File: src/rtl/regfile_sb_pkg.sv
// Shared constants for the regfile_sb register file and its scoreboard counters.
package regfile_sb_pkg;

    localparam int REG_DATA_W = 32;
    localparam int REG_ADDR_W = 5;

    localparam logic [REG_DATA_W-1:0] ZeroWord = '0;

    localparam logic RstEnable   = 1'b1;
    localparam logic WriteEnable = 1'b1;
    localparam logic ReadEnable  = 1'b1;

endpackage

File: src/rtl/regfile_sb_cnt.sv
// One saturating in-flight counter for a single register; flush wins over inc/dec.
module regfile_sb_cnt
    import regfile_sb_pkg::*;
#(
    parameter int CNT_W = 2
) (
    input  logic             clk,
    input  logic             rst,
    input  logic             inc_i,
    input  logic             dec_i,
    input  logic             flush_i,
    output logic [CNT_W-1:0] cnt_o,
    output logic             at_max_o
);

    localparam logic [CNT_W-1:0] CNT_MAX = '1;

    logic [CNT_W-1:0] cnt_q;
    logic [CNT_W-1:0] cnt_d;

    always_comb begin
        cnt_d = cnt_q;
        if (flush_i) begin
            cnt_d = '0;
        end else if (inc_i && !dec_i && (cnt_q != CNT_MAX)) begin
            cnt_d = cnt_q + CNT_W'(1);
        end else if (dec_i && !inc_i && (cnt_q != '0)) begin
            // A write-back with nothing in flight (e.g. after a flush) is legal and ignored.
            cnt_d = cnt_q - CNT_W'(1);
        end
    end

    always_ff @(posedge clk) begin
        if (rst == RstEnable) begin
            cnt_q <= '0;
        end else begin
            cnt_q <= cnt_d;
        end
    end

    assign cnt_o    = cnt_q;
    assign at_max_o = (cnt_q == CNT_MAX);

endmodule

File: src/rtl/regfile_sb.sv
// General-purpose register file with per-register write-pending scoreboard.
// Optional same-cycle write-back bypass is enabled by defining REGFILE_BYPASS_EN.
module regfile_sb
    import regfile_sb_pkg::*;
#(
    parameter int DATA_W = REG_DATA_W,
    parameter int ADDR_W = REG_ADDR_W,
    parameter int CNT_W  = 2
) (
    input  logic              clk,
    input  logic              rst,
    input  logic              wb_we_i,
    input  logic [ADDR_W-1:0] wb_addr_i,
    input  logic [DATA_W-1:0] wb_data_i,
    input  logic              iss_we_i,
    input  logic [ADDR_W-1:0] iss_addr_i,
    input  logic              flush_i,
    input  logic              re1_i,
    input  logic [ADDR_W-1:0] raddr1_i,
    input  logic              re2_i,
    input  logic [ADDR_W-1:0] raddr2_i,
    output logic [DATA_W-1:0] rdata1_o,
    output logic [DATA_W-1:0] rdata2_o,
    output logic              busy1_o,
    output logic              busy2_o,
    output logic              sb_ovf_o
);

    localparam int NREG = 2 ** ADDR_W;

    logic [DATA_W-1:0] mem_q [NREG];
    logic [DATA_W-1:0] mem_d [NREG];

    logic [NREG-1:1]   inc_vec;
    logic [NREG-1:1]   dec_vec;
    logic [NREG-1:1]   at_max_vec;
    logic [CNT_W-1:0]  cnt_w [NREG];

    logic              sb_ovf_q;
    logic              sb_ovf_d;
    logic              ovf_set;

    logic              re_v    [2];
    logic [ADDR_W-1:0] raddr_v [2];
    logic [DATA_W-1:0] rdata_v [2];
    logic              busy_v  [2];

    always_comb begin
        for (int i = 0; i < NREG; i++) begin
            mem_d[i] = mem_q[i];
        end
        if ((wb_we_i == WriteEnable) && (wb_addr_i != '0)) begin
            mem_d[wb_addr_i] = wb_data_i;
        end
    end

    always_ff @(posedge clk) begin
        if (rst == RstEnable) begin
            for (int i = 0; i < NREG; i++) begin
                mem_q[i] <= '0;
            end
        end else begin
            for (int i = 0; i < NREG; i++) begin
                mem_q[i] <= mem_d[i];
            end
        end
    end

    always_comb begin
        for (int r = 1; r < NREG; r++) begin
            inc_vec[r] = (iss_we_i == WriteEnable) && (iss_addr_i == ADDR_W'(r));
            dec_vec[r] = (wb_we_i == WriteEnable) && (wb_addr_i == ADDR_W'(r));
        end
    end

    assign cnt_w[0] = '0;

    for (genvar r = 1; r < NREG; r++) begin : g_cnt
        regfile_sb_cnt #(
            .CNT_W (CNT_W)
        ) u_cnt (
            .clk      (clk),
            .rst      (rst),
            .inc_i    (inc_vec[r]),
            .dec_i    (dec_vec[r]),
            .flush_i  (flush_i),
            .cnt_o    (cnt_w[r]),
            .at_max_o (at_max_vec[r])
        );
    end

    // Sticky: any issue that lands on a full counter without a cancelling write-back.
    always_comb begin
        ovf_set  = |(inc_vec & at_max_vec & ~dec_vec);
        sb_ovf_d = sb_ovf_q | ovf_set;
    end

    always_ff @(posedge clk) begin
        if (rst == RstEnable) begin
            sb_ovf_q <= 1'b0;
        end else begin
            sb_ovf_q <= sb_ovf_d;
        end
    end

    assign sb_ovf_o = sb_ovf_q;

    assign re_v[0]    = re1_i;
    assign re_v[1]    = re2_i;
    assign raddr_v[0] = raddr1_i;
    assign raddr_v[1] = raddr2_i;

    always_comb begin
`ifdef REGFILE_BYPASS_EN
        logic wb_hit;
        wb_hit = 1'b0;
`endif
        for (int p = 0; p < 2; p++) begin
            rdata_v[p] = DATA_W'(ZeroWord);
            busy_v[p]  = 1'b0;
            if ((rst != RstEnable) && (re_v[p] == ReadEnable) && (raddr_v[p] != '0)) begin
`ifdef REGFILE_BYPASS_EN
                wb_hit     = (wb_we_i == WriteEnable) && (wb_addr_i == raddr_v[p]);
                rdata_v[p] = wb_hit ? wb_data_i : mem_q[raddr_v[p]];
                // The last outstanding producer is retiring right now, so no stall needed.
                busy_v[p]  = (cnt_w[raddr_v[p]] != '0) &&
                             !(wb_hit && (cnt_w[raddr_v[p]] == CNT_W'(1)));
`else
                rdata_v[p] = mem_q[raddr_v[p]];
                busy_v[p]  = (cnt_w[raddr_v[p]] != '0);
`endif
            end
        end
    end

    assign rdata1_o = rdata_v[0];
    assign rdata2_o = rdata_v[1];
    assign busy1_o  = busy_v[0];
    assign busy2_o  = busy_v[1];

endmodule

File: config.mk
export PLATFORM = sky130hd
export DESIGN_NAME = regfile_sb
export DESIGN_NICKNAME = d
export VERILOG_FILES = /design/src/rtl/regfile_sb_pkg.sv /design/src/rtl/regfile_sb_cnt.sv /design/src/rtl/regfile_sb.sv
export SDC_FILE = /design/constraint.sdc
export NUM_CORES = 2
export LEC_CHECK = 0
export CORE_MARGIN = 3
export CORE_UTILIZATION = 65
export CTS_BUF_LIST = sky130_fd_sc_hd__clkbuf_2
export DETAILED_ROUTE_END_ITERATION = 6
export PLACE_DENSITY_LB_ADDON = 0.3
export SLEW_MARGIN = 10
export SYNTH_ARGS = -nofsm -noshare
export SYNTH_HDL_FRONTEND = slang
export SYNTH_SLANG_ARGS = --single-unit
File: constraint.sdc
create_clock -name clk -period 3.8 [get_ports clk]
set_input_delay 0.76 -clock clk [delete_from_list [all_inputs] [get_ports clk]]
set_output_delay 0.76 -clock clk [all_outputs]
set_load 0.005 [all_outputs]
-- After elaboration in Yosys (flattened, before gate mapping)
Memories as Yosys holds them, arrays and structs flattened.
Index checks and enable logic that the tools add are counted.
- add/subtract/negate cells: 62
- order comparisons: 4
- reduce and logical (&&, ||, !) cells: 323
- bitwise logic cells: 40
- eq/ne operators: 124
- mux-type cells: 111
- operators with widths (kind ; number):
    $mux 32 ; 35
    $bwmux 1024 ; 1
    $mux 1024 ; 1
    $logic_and 1x1->1 ; 192
    $demux 32 s5 ; 1
    $eq 5x5->1 const B ; 32
    $mux 2 ; 66
    $reduce_bool 2->1 ; 64
    $eq 5x4->1 const B ; 16
    $add 2x1->2 const B ; 31
    $and 31x31->31 ; 2
    $eq 2x2->1 const B ; 31
    $logic_not 1->1 ; 62
    $ne 2x2->1 const B ; 31
    $sub 2x1->2 const B ; 31
    $eq 5x3->1 const B ; 8
    $or 1x1->1 ; 33
    $not 31->31 ; 1
    $reduce_or 31->1 ; 1
    $bmux 2 s5 ; 2
    $eq 5x2->1 const B ; 4
    $ge 6x6->1 const B ; 3
    $not 5->6 ; 3
    $reduce_bool 5->1 ; 3
    other kinds (5) ; 10
- logic and storage cells: 697
- output and inout bits: 67
- register bits: 63
- input port bits: 59
- memories: 1
- memory bits (writable): 1024
- memories (name ; depth ; width ; rd ports ; clocked after Yosys merged registers in ; wr ports ; line ; source):
    mem_q ; 32 ; 32 ; 34 ; 0 ; 32 ; regfile_sb.sv:31 ; logic [DATA_W-1:0] mem_q [NREG];

-- Logic depth before layout (Yosys ltp)
- depth after elaboration: 8
- mapped depth: 9
- mapped depth without buffers: 5

-- Cells and area by module
From an unflattened synthesis, not the netlist that was laid out.
- cells, all modules: 6238
- area total of the unflattened synthesis: 56733.2 sq um
- modules (own cells, without submodules) (module ; seq. area each (sq um) ; times used ; area each (sq um) ; cells each):
    regfile_sb ; 20519.7 ; 1 ; 52621.7 ; 5804
    regfile_sb_cnt ; 40.0 ; 31 ; 132.6 ; 14

-- Worst setup path before layout
No wires, ideal clock.
- path type: input -> output
- start point: input port raddr2_i[1]
- end point: output port rdata2_o[0]
- stages: 7
- buffers on the path: 4
- data arrival time: 2.415 ns
- setup slack: 0.625 ns
- path through: clkbuf_2 -> buf_4 -> clkbuf_1 -> buf_2 -> mux4_2 -> mux4_2 -> o2bb2ai_1
- word-level cells in the longest chain between the ends: 3
- elaborated cells on any way between the ends: 4
- classes of those cells: 1 x mux; 2 x reduce/logical; 1 x memory
- ends and longest elaborated chain (element ; line ; source):
    start, declared ; regfile_sb.sv:21 ; input logic [ADDR_W-1:0] raddr2_i,
    branches (longest 2 deep; another with $mem_v2 32x32) ; -- ;
    $mux 32 * ; regfile_sb.sv:121 ; if ((rst != RstEnable) && (re_v[p] == ReadEnable) && (raddr_v[p] != '0)) begin
    end, declared ; regfile_sb.sv:23 ; output logic [DATA_W-1:0] rdata2_o,
Mark *: on every way between the ends.

-- Worst setup path in the final report
- start point: register g_cnt[19].u_cnt.cnt_q[0]
- end point: output port busy1_o
- word-level cells in the longest chain between the ends: 5
- ends and longest elaborated chain (element ; line ; source):
    start, declared ; regfile_sb_cnt.sv:18 ; logic [CNT_W-1:0] cnt_q;
    start signal, assigned ; regfile_sb_cnt.sv:37 ; cnt_q <= cnt_d;
    $bmux 2 s5 ; regfile_sb.sv:130 ; busy_v[p] = (cnt_w[raddr_v[p]] != '0);
    $mux 2 (implied by the code) (2 in a row) ; regfile_sb.sv:130 ;
    $reduce_bool 2->1 ; regfile_sb.sv:130 ;
    $mux 1 ; regfile_sb.sv:121 ;
    end, declared ; regfile_sb.sv:24 ; output logic busy1_o,
Every way passes these cells. The select of a mux whose other input is x is not followed.

==> flow_summary.yaml <==
power_and_ir_drop:
  power_density_mw_per_mm2: 340
  power_w: 0.0216
  p_leak_nw: 21.0
  ir_drop_uv: 343
placed_design:
  dp_hpwl_um: 122000
  io_buffers: 125
  place_congestion: 0.958
yosys:
  ys_ff_latch: 1087
  ys_types: 52
  synthCells: 6120
  syn_area_sq_mm: 0.0558
  synth_mux_area_frac: 0.263
  syn_nets: 6179
  synth_xor_area_frac: 0.000785
  synth-edff-count: 0
  synth-warning-count: 0
  yosys.area_share.simple: 0.167
  synthFlopType: "dfxtp_1"
  yosysMostFrequentCell: "nand2_1"
  synth_top_family_by_area: "multiplexers"
  synth_area_leaders: "dfxtp_1, mux4_2, nand2_1"
  synthArstFlopShare: 0
  synth-seq-area-share: 0.390
  yosys-top-cells-count: "nand2_1, dfxtp_1, a21oi_1, mux4_2, clkbuf_1"
  synth_fa_ha_area_frac: 0
  synth_compound_area_frac: 0.127
  synth_top_area_frac: 0.390
  avgSynthCellArea_sq_um: 9.11
  yosysTopAreaCell: "dfxtp_1"
routing:
  wirelength_um: 205000
  final_antenna_net_count: 0
  firstDrtPassIters: 7
  drt_iter0_drc: 8787
  drcViolationCount: 0
  wire_per_inst_um: 26.8
  dr_total_vias: 53013
  via_per_inst: 6.92
cells_and_area:
  ff_latch_area_sq_mm: 0.0220
  final_nets: 6401
  fill_cells: 5762
  multi_input_area_sq_mm: 0.0319
  drive_above_1_share: 0.293
  utilization: 0.753
  syn2layout_area_growth_pct: 13.9
setup_path:
  start_kind: "register"
  crit_chain: "nor2_4 > mux4_2 > and4b_1 > or3_1 > nor3_2 > buf_2"
  crit_path_top_delay_cell: "mux4_2"
  crit_type: "reg -> out"
  critical_path_required_ps: 3040
  path_delay_family: "simple AND/OR/NAND/NOR gates"
  cp-startpoint: "g_cnt[19].u_cnt.cnt_o[0]"
  cp_max_fo: 7
  cp-end-kind: "output pin"
  path_buf_inv: 1
  r2r-start: "g_cnt[23].u_cnt.cnt_o[0]"
  arrival_ps: 3340
  slowest_delay_ps: 480
die:
  die-area_sq_mm: 0.0893
  num_rows: 106
  start_util: 0.661
  core_sq_mm: 0.0844
  die_w_um: 299
  die_h_um: 299
  io_pins: 126
sta:
  relSlewSlack: 0.171
  finalHoldViolCount: 0
  fin_ws_ps: -296
  fin_crit_sh: 1.08
  finalClockSkew_ps: 104
  fin_hold_ws_ps: 77.2
  setup_violations: 66
  period_needed_ps: 4100
  rsz0062_at_grt: "true"
  max_freq_mhz: 244
  tightest_slew_ps: 1240
  drv_slew: 0
global_routing:
  grtUsageTotal: 0.451
  grt_max_degree: 222
  grt_overflow: 0
  grt_pass1_vias: 52195
  grt_pass1_wl_um: 305000
  antenna_found_initial: 8
flow_run:
  max_cap_violations: 0
clock_network:
  clockRootBuffer: "clkbuf_2"
  cts_buffers: 291
  tritoncts: "yes"
  clock_path_buffers: 4
  cts_max_level: 5
  path_clk_slew_ps: 120
  clock-sinks: 1087
  clkLatencyLatePin_ps: 1520
hold_path:
  hp-class: "in -> reg"
  hp-start: "wb_data_i[18]"
status:
  violations: "setup timing"
  status: "finished with violations"
==> worst reg2reg max path, cell delays in order, from the launching register on <==
cell and delay, ps:
dfxtp_4 360, buf_4 150, nand2_1 70, o22ai_1 160, nor4_1 470, a41oi_1 340
==> what timing repair did <==
action,in CTS,in global routing
buffers inserted,17,17
pin swaps,24,10
endpoints found under the setup margin,66,66
hold endpoints to repair,351,0
hold buffers,28,0
resized for setup,486,134
==> sequential cells by signal (all words and copies together) (netlist names) <==
| register | flops |
|---|---|
| mem_q | 1024 |
| g_cnt.u_cnt.cnt_o | 62 |
| sb_ovf_o | 1 |
==> worst paths after layout <==
path | depth (start not counted) | slack, ps | endpoint
min reg2reg | 2 | 470 | mem_q[6][31]
max reg2reg | 5 | 2030 | sb_ovf_o
max | 6 | -300 | busy1_o
min | 4 | 80 | mem_q[9][18]
==> logic make-up after synthesis <==
| family | count (synthesis) |
|---|---|
| AO/OA/AOI/OAI | 1317 |
| XOR/XNOR | 5 |
| multiplexers | 654 |
| flip-flops | 1087 |
| AND/OR/NAND/NOR | 2348 |
| buffers and inverters | 709 |
==> cell usage in the layout (no fill, tap or decap), types with 7 or more instances in the layout <==
cell type / synthesis / final
dfxtp_1: 1087 / 911
mux4_2: 648 / 648
o22ai_2: 0 / 10
o2bb2ai_2: 0 / 26
o21ai_0: 73 / 73
clkbuf_2: 1 / 404
and4b_1: 7 / 7
dlygate4sd3_1: 0 / 28
nand3_1: 32 / 31
nand2_1: 2074 / 2042
nor2_1: 83 / 41
nor2_4: 0 / 36
clkinv_1: 0 / 51
nand2_2: 0 / 32
inv_4: 0 / 15
clkdlybuf4s50_1: 0 / 51
buf_12: 0 / 103
nor3_1: 34 / 29
nand2b_1: 28 / 28
dfxtp_4: 0 / 21
a21oi_1: 1052 / 1051
nor2_2: 2 / 8
o211ai_1: 55 / 55
o21a_1: 26 / 26
buf_4: 20 / 286
buf_2: 91 / 64
diode_2: 0 / 8
a22oi_1: 23 / 23
inv_2: 1 / 60
dfxtp_2: 0 / 155
nor2b_1: 37 / 37
inv_1: 97 / 27
o22ai_1: 47 / 34
==> metal layers <==
metal / GRT usage / vias to the layer above / part of all wire
met4: 0.324 / 8 / 0.085
met2: 0.652 / 4692 / 0.43
met1: 0.554 / 24892 / 0.32
li1: - / 22077 / -
met5: 0.00216 / - / 0.00028
met3: 0.172 / 1344 / 0.17
==> power breakdown <==
group	internal, W	leakage (nW)	total [W]	switching (W)
Clock	0.00301	1.84	0.00794	0.00493
Sequential	0.0114	8.86	0.0115	0.0000581
Combinational	0.000801	10.3	0.00215	0.00135
==> metrics by stage <==
step,area [sq um],setup WS (ps),setup TNS (ps),cells
2_1_floorplan,55800,625,0,6120
3_3_place_gp,60200,-333,-9850,7123
3_5_place_dp,60200,-318,-10450,7123
4_1_cts,63000,-300,-15770,7633
5_1_grt,63500,-406,-20690,7655
6_report,63500,-296,-13150,7658
==> cell type report <==
type                    instances  share of cell area
clock buffers                 402              0.0317
inverters                      98             0.00658
multi-input cells            4324               0.502
clock inverters                65             0.00516
diodes                          8            0.000315
repair buffers                540              0.0853
flip-flops and latches       1087               0.347
well taps                    1134              0.0223
No activity file was read; power rests on OpenSTA's default activity.
